===== src/rtl/myadder1_example_pkg.sv =====
// ============================================================================
//  Module   : myadder1_example_pkg
//  Brief    : Shared types, default geometry and helpers for the stream generator
//  Revision : 1.0 - initial release
// ============================================================================
`default_nettype none

package myadder1_example_pkg;

  typedef enum logic [1:0] {
    IDLE = 2'd0,
    RUN  = 2'd1,
    DONE = 2'd2
  } state_e;

  localparam int LP_BYTES     = 512 / 8;
  localparam int LP_NUM_LANES = 512 / 32;

  // One extra bit over the byte-length field keeps the ceiling division from overflowing.
  function automatic int beat_cnt_width(input int len_width, input int bytes);
    return len_width + 1 - $clog2(bytes);
  endfunction

endpackage : myadder1_example_pkg

`default_nettype wire


===== src/rtl/myadder1_example_stream_gen_pattern.sv =====
// ============================================================================
//  Module   : myadder1_example_stream_gen_pattern
//  Brief    : Combinational lane pattern, lane i = base + beat*LANES + i (mod 2^W)
//  Revision : 1.0 - initial release
// ============================================================================
`default_nettype none

module myadder1_example_stream_gen_pattern
  import myadder1_example_pkg::*;
#(
  parameter int C_AXIS_TDATA_WIDTH = 512,
  parameter int C_ADDER_BIT_WIDTH  = 32,
  parameter int C_BEAT_WIDTH       = 27
) (
  input  logic [C_ADDER_BIT_WIDTH-1:0]  base_i,
  input  logic [C_BEAT_WIDTH-1:0]       beat_i,
  output logic [C_AXIS_TDATA_WIDTH-1:0] data_o
);

  localparam int LANES = C_AXIS_TDATA_WIDTH / C_ADDER_BIT_WIDTH;

  logic [C_ADDER_BIT_WIDTH-1:0] w_beat_base;

  // Truncating the beat index is harmless: only the result modulo 2^W matters.
  assign w_beat_base = base_i
                     + C_ADDER_BIT_WIDTH'(beat_i) * C_ADDER_BIT_WIDTH'(LANES);

  for (genvar gi = 0; gi < LANES; gi++) begin : g_lane
    assign data_o[gi*C_ADDER_BIT_WIDTH +: C_ADDER_BIT_WIDTH] =
      w_beat_base + C_ADDER_BIT_WIDTH'(gi);
  end

endmodule : myadder1_example_stream_gen_pattern

`default_nettype wire


===== src/rtl/myadder1_example_stream_gen.sv =====
// ============================================================================
//  Module   : myadder1_example_stream_gen
//  Brief    : AXI4-Stream packet generator with per-lane counting pattern.
//             Define MYADDER1_STREAM_GEN_THROTTLE_EN to insert a one-cycle
//             tvalid gap after every non-final beat.
//  Revision : 1.0 - initial release
// ============================================================================
`default_nettype none

module myadder1_example_stream_gen
  import myadder1_example_pkg::*;
#(
  parameter int C_AXIS_TDATA_WIDTH = 512,
  parameter int C_ADDER_BIT_WIDTH  = 32,
  parameter int C_LEN_WIDTH        = 32
) (
  input  logic                            m_axis_aclk,
  input  logic                            m_axis_aresetn,
  input  logic                            ctrl_start,
  input  logic [C_LEN_WIDTH-1:0]          ctrl_length,
  input  logic [C_ADDER_BIT_WIDTH-1:0]    ctrl_seed,
  output logic                            ctrl_busy,
  output logic                            ctrl_done,
  output logic                            m_axis_tvalid,
  input  logic                            m_axis_tready,
  output logic [C_AXIS_TDATA_WIDTH-1:0]   m_axis_tdata,
  output logic [C_AXIS_TDATA_WIDTH/8-1:0] m_axis_tkeep,
  output logic                            m_axis_tlast
);

  localparam int BYTES = C_AXIS_TDATA_WIDTH / 8;
  localparam int BSH   = $clog2(BYTES);
  localparam int CNT_W = beat_cnt_width(C_LEN_WIDTH, BYTES);

  state_e                         state_q, state_d;
  logic [CNT_W-1:0]               beat_q, beat_d;
  logic [CNT_W-1:0]               nbeats_q, nbeats_d;
  logic [BSH-1:0]                 rem_q, rem_d;
  logic [C_ADDER_BIT_WIDTH-1:0]   seed_q, seed_d;
  logic                           tvalid_q, tvalid_d;
  logic [C_AXIS_TDATA_WIDTH-1:0]  tdata_q, tdata_d;
  logic [BYTES-1:0]               tkeep_q, tkeep_d;
  logic                           tlast_q, tlast_d;
  logic                           busy_q, busy_d;
  logic                           done_q, done_d;
`ifdef MYADDER1_STREAM_GEN_THROTTLE_EN
  logic                           gap_q, gap_d;
`endif

  logic [C_LEN_WIDTH:0]           w_len_ext;
  logic [CNT_W-1:0]               w_start_nbeats;
  logic [BSH-1:0]                 w_start_rem;
  logic [CNT_W-1:0]               w_beat_next;
  logic                           w_next_last;
  logic                           w_hs;
  logic [C_ADDER_BIT_WIDTH-1:0]   w_pat_base;
  logic [CNT_W-1:0]               w_pat_beat;
  logic [C_AXIS_TDATA_WIDTH-1:0]  w_pat_data;

  function automatic logic [BYTES-1:0] f_keep(input logic [BSH-1:0] rem);
    logic [BYTES-1:0] ones;
    ones = '1;
    if (rem == '0) return ones;
    return ~(ones << rem);
  endfunction

  assign w_len_ext      = {1'b0, ctrl_length} + (C_LEN_WIDTH+1)'(BYTES - 1);
  assign w_start_nbeats = CNT_W'(w_len_ext >> BSH);
  assign w_start_rem    = ctrl_length[BSH-1:0];
  assign w_beat_next    = beat_q + CNT_W'(1);
  assign w_next_last    = (w_beat_next == nbeats_q - CNT_W'(1));
  assign w_hs           = tvalid_q & m_axis_tready;

  // The pattern unit always computes the beat that will be loaded next.
  assign w_pat_base = (state_q == IDLE) ? ctrl_seed : seed_q;
  assign w_pat_beat = (state_q == IDLE) ? '0 : w_beat_next;

  myadder1_example_stream_gen_pattern #(
    .C_AXIS_TDATA_WIDTH (C_AXIS_TDATA_WIDTH),
    .C_ADDER_BIT_WIDTH  (C_ADDER_BIT_WIDTH),
    .C_BEAT_WIDTH       (CNT_W)
  ) u_pattern (
    .base_i (w_pat_base),
    .beat_i (w_pat_beat),
    .data_o (w_pat_data)
  );

  always_comb begin
    state_d  = state_q;
    beat_d   = beat_q;
    nbeats_d = nbeats_q;
    rem_d    = rem_q;
    seed_d   = seed_q;
    tvalid_d = tvalid_q;
    tdata_d  = tdata_q;
    tkeep_d  = tkeep_q;
    tlast_d  = tlast_q;
`ifdef MYADDER1_STREAM_GEN_THROTTLE_EN
    gap_d    = 1'b0;
`endif
    unique case (state_q)
      IDLE: begin
        if (ctrl_start) begin
          seed_d   = ctrl_seed;
          nbeats_d = w_start_nbeats;
          rem_d    = w_start_rem;
          beat_d   = '0;
          if (w_start_nbeats == '0) begin
            state_d = DONE;
          end else begin
            state_d  = RUN;
            tvalid_d = 1'b1;
            tdata_d  = w_pat_data;
            tlast_d  = (w_start_nbeats == CNT_W'(1));
            tkeep_d  = (w_start_nbeats == CNT_W'(1)) ? f_keep(w_start_rem) : '1;
          end
        end
      end
      RUN: begin
`ifdef MYADDER1_STREAM_GEN_THROTTLE_EN
        if (gap_q) tvalid_d = 1'b1;
`endif
        if (w_hs) begin
          if (tlast_q) begin
            state_d  = DONE;
            tvalid_d = 1'b0;
            tlast_d  = 1'b0;
          end else begin
            beat_d  = w_beat_next;
            tdata_d = w_pat_data;
            tlast_d = w_next_last;
            tkeep_d = w_next_last ? f_keep(rem_q) : '1;
`ifdef MYADDER1_STREAM_GEN_THROTTLE_EN
            tvalid_d = 1'b0;
            gap_d    = 1'b1;
`endif
          end
        end
      end
      DONE: state_d = IDLE;
      default: state_d = IDLE;
    endcase
    busy_d = (state_d == RUN);
    done_d = (state_d == DONE);
  end

  always_ff @(posedge m_axis_aclk or negedge m_axis_aresetn) begin
    if (!m_axis_aresetn) begin
      state_q  <= IDLE;
      beat_q   <= '0;
      nbeats_q <= '0;
      rem_q    <= '0;
      seed_q   <= '0;
      tvalid_q <= 1'b0;
      tdata_q  <= '0;
      tkeep_q  <= '0;
      tlast_q  <= 1'b0;
      busy_q   <= 1'b0;
      done_q   <= 1'b0;
`ifdef MYADDER1_STREAM_GEN_THROTTLE_EN
      gap_q    <= 1'b0;
`endif
    end else begin
      state_q  <= state_d;
      beat_q   <= beat_d;
      nbeats_q <= nbeats_d;
      rem_q    <= rem_d;
      seed_q   <= seed_d;
      tvalid_q <= tvalid_d;
      tdata_q  <= tdata_d;
      tkeep_q  <= tkeep_d;
      tlast_q  <= tlast_d;
      busy_q   <= busy_d;
      done_q   <= done_d;
`ifdef MYADDER1_STREAM_GEN_THROTTLE_EN
      gap_q    <= gap_d;
`endif
    end
  end

  assign ctrl_busy     = busy_q;
  assign ctrl_done     = done_q;
  assign m_axis_tvalid = tvalid_q;
  assign m_axis_tdata  = tdata_q;
  assign m_axis_tkeep  = tkeep_q;
  assign m_axis_tlast  = tlast_q;

endmodule : myadder1_example_stream_gen

`default_nettype wire


===== config.mk =====
export PLATFORM = sky130hd
export DESIGN_NAME = myadder1_example_stream_gen
export DESIGN_NICKNAME = d
export VERILOG_FILES = /design/src/rtl/myadder1_example_pkg.sv /design/src/rtl/myadder1_example_stream_gen_pattern.sv /design/src/rtl/myadder1_example_stream_gen.sv
export SDC_FILE = /design/constraint.sdc
export NUM_CORES = 2
export LEC_CHECK = 0
export BUFFER_PORTS_ARGS = -buffer_cell sky130_fd_sc_hd__buf_2
export CAP_MARGIN = 20
export CORE_AREA = 2 2 279 281
export CTS_CLUSTER_SIZE = 16
export DETAILED_ROUTE_END_ITERATION = 10
export DIE_AREA = 0 0 281 283
export GPL_TIMING_DRIVEN = 0
export PLACE_DENSITY = 0.7
export SLEW_MARGIN = 30
export SYNTH_ARGS = -nofsm -noshare
export SYNTH_HDL_FRONTEND = slang
export SYNTH_SLANG_ARGS = --single-unit

===== constraint.sdc =====
create_clock -name m_axis_aclk -period 12.9 [get_ports m_axis_aclk]
set_input_delay 1.29 -clock m_axis_aclk [delete_from_list [all_inputs] [get_ports m_axis_aclk]]
set_output_delay 1.29 -clock m_axis_aclk [all_outputs]
set_load 0.005 [all_outputs]

==> flow_summary.yaml <==
status:
  status: "finished, violations left"
  violations: "DRC"
floorplanning:
  die_w_um: 281
  coreArea_um2: 76700
  rows: 102
  fp.dieH_um: 283
  ios: 648
  start_util_pct: 47.5
  die_area_um2: 79500
critical_path:
  worstSetupEndpointType: "register"
  critPathKind: "register to register"
  crit_chain: "nor2_1, clkbuf_1, clkbuf_1, buf_1, nor2_1, ha_1, fa_1, a21o_1, a221oi_1, xnor2_1, nand3_1, nor2_1, nand3_1, or4_1, clkbuf_1, o311ai_1"
  cp.arrival_ns: 9.74
  cp.required_ns: 13.42
  critical_path.startpoint_type: "register"
  critical-path-slowest-cell: "nand3_1"
  slowest_delay_ns: 0.97
  critical-path-top-delay-family: "simple AND/OR/NAND/NOR gates"
  worstPathMaxFanout: 10
  cp_num_buf_inv: 4
sta:
  tightest_slew_ns: 1.13
  slew_violations: 0
  worst_slack_ns: 3.67
  fin_skew_ns: 0.0558
  min_period_ns: 9.23
  fin_crit_sh_pct: 71.5
  rsz0062_at_grt: "no"
  hold_ws_ns: 0.467
  max_freq_mhz: 108
  hold_viol: 0
  maxSlewHeadroom_pct: 24.9
  setup_viol: 0
route:
  dr.first_iter.drc_count: 4995
  drt-pass1-iter-count: 11
  viasPerCell: 6.24
  postRouteAntennaNets: 0
  drc: 2
  dr_total_vias: 37982
  routed_wl_um: 181000
  avgRoutedWirePerCell_um: 29.8
final_layout:
  fin_cells: 6086
  layout.nets: 5097
  drive_above_1_share_pct: 20.2
  area_growth_pct: 20.5
global_routing:
  grt-ovfl-total: 0
  grt_pass1_wl_um: 256000
  grt_use_total_pct: 44.6
  grt_max_degree: 81
  grt_pass1_vias: 35898
  antenna_found_initial: 14
logic_synthesis:
  syn-cell-area_um2: 36500
  synth_warnings: 0
  yosys.area.top_type: "dfrtp_1"
  avgSynthCellArea_um2: 8.56
  yosys_register_bits: 640
  yosysTopAreaCellShare_pct: 43.9
  synth_edf_count: 0
  synthCells: 4258
  synthTopCellsByArea: "dfrtp_1, nand2_1, xnor2_1"
  async_flop_share_pct: 100
  synth_fp_nets: 4370
  ys_types: 91
  synth_sequential_area_ratio_pct: 43.9
  synth_top_flop_cell: "dfrtp_1"
clock_tree:
  cts_setup_buffers: 0
  clockBufferDepth: 3
  ctsRootBufferMaster: "clkbuf_16"
  cts_tree: "yes"
  cts_resized: 0
  cts_hold_buf: 0
  worst_skew_pair.late_latency_ns: 0.67
  clkSinkCount: 640
  cts_buffers: 73
  clk_pin_slew_ns: 0.06
  htree_levels: 3
placement:
  pre_cts_slack_ns: 4.41
  dp.cells: 5950
  place.gp.congestion: 1.10
  hpwl_um: 138000
  portBuffers: 639
worst_hold_path:
  hold_path_class: "register to register"
pwr:
  power_leakage_uw: 0.0203
  peakVddDrop_v: 0.000113
  power.density_nw_per_um2: 97.9
  p_total_uw: 4300
run:
  cap_violations: 0
-- cell type report --
cell class / instances / area, um2
multi-input cells: 3211 / 18700
flip-flops and latches: 640 / 16000
plain buffers: 372 / 1730
inverters: 35 / 131
fillers: 7123 / 32800
repair buffers: 652 / 3500
diodes: 1 / 2.50
well taps: 1040 / 1300
clock inverters: 32 / 413
clock buffers: 103 / 2110
-- worst register-to-register path, stage by stage (launching register included) --
cell and delay [ns]:
dfrtp_1 0.47, nor2_1 0.75, clkbuf_1 0.68, clkbuf_1 0.42
buf_1 0.42, nor2_1 0.16, ha_1 0.26, fa_1 0.48
a21o_1 0.23, a221oi_1 0.48, xnor2_1 0.46, nand3_1 0.80
nor2_1 0.94, nand3_1 0.97, or4_1 0.89, clkbuf_1 0.30
o311ai_1 0.40
-- cell families (layout without fill, tap and decap cells) --
group,after synthesis,in the layout,share of synthesized area (%)
xor gates and xnor gates,441,441,10.7
buffers and inverters,407,1194,4.99
other,0,1,0
DFF,640,640,43.9
adders and majority gates,44,44,1.53
and+or+nand+nor,1741,1741,21.7
AOI/OAI and AO/OA,900,900,14.7
muxes,85,85,2.44
-- layout by cell type, fill, tap and decap left out, types with 33 or more instances in the layout --
master     instances
inv_1             33
ha_1              43
clkbuf_16         73
nor3_1           107
nor4_1           123
o21ai_0          375
clkbuf_1         204
nor2_1           292
nand3_1           74
a31oi_1           35
a21oi_1           89
dfrtp_1          640
and3_1            44
buf_4             52
buf_2            731
and2_1            33
o21ai_1          142
mux2i_1           51
nand2_1          867
xnor2_1          329
nand4_1           56
xor2_1           106
o31ai_1           59
-- path summary, 6_finish.rpt --
path                              startpoint                end  slack (ns)  depth (start not counted)
max                               state_q[0]  m_axis_tdata[155]        3.67                         16
min                        m_axis_tdata[282]  m_axis_tdata[282]        0.47                          2
max reg2reg                       state_q[0]  m_axis_tdata[155]        3.67                         16
min reg2reg                m_axis_tdata[282]  m_axis_tdata[282]        0.47                          2
max in group asynchronous     m_axis_aresetn  m_axis_tdata[141]       10.56                          4
min in group asynchronous     m_axis_aresetn  m_axis_tdata[457]        0.61                          1
-- stage by stage --
step	TNS [ns]	instance area, um2	utilization [%]
2_1_floorplan	0	36500	-
3_3_place_gp	-2052.61	41000	53.4
3_5_place_dp	0	41400	54.0
4_1_cts	0	43900	57.2
5_1_grt	0	43900	57.3
6_report	0	43900	57.3
-- registers in the layout, indices dropped and copies added (netlist names) --
signal         flops
m_axis_tvalid      1
seed_q            32
rem_q              6
beat_q            27
m_axis_tlast       1
m_axis_tkeep      64
ctrl_done          1
ctrl_busy          1
m_axis_tdata     478
nbeats_q          27
state_q            2
-- synthesized netlist by cell type (17+ instances only) --
cell type and n:
and2_1 33, clkbuf_1 210, or4_1 28, and3_1 44, nor3_1 112, ha_1 43
o21ai_1 142, a21oi_1 90, nand3_1 74, nand4_1 56, buf_4 51, mux2i_1 53
buf_2 81, buf_1 30, nor4_1 124, o21ai_0 375, dfrtp_1 640, xnor2_1 331
a31oi_1 35, xor2_1 107, a21o_1 21, or3_1 26, o22ai_1 25, o21a_1 19
nand2_1 868, inv_1 33, o31ai_1 59, nor2_1 293, a211oi_1 17, mux2_2 31
-- per-layer routing --
| layer | wire (um) | GRT usage [%] | part of all wire (%) |
|---|---|---|---|
| met1 | 65300 | 53.8 | 36 |
| met2 | 78400 | 67.3 | 43 |
| met3 | 24100 | 17.0 | 13 |
| met4 | 13700 | 26.9 | 7.5 |
| met5 | 129 | 0 | 0.071 |
-- power by group --
part	switching [uW]	internal, uW	total (uW)
sequential	0	2010	2010
combinational	72.4	23.9	96.3
clock	966	1230	2200
total	1040	3260	4300
Note: power is estimated with default switching activity, not from simulation.
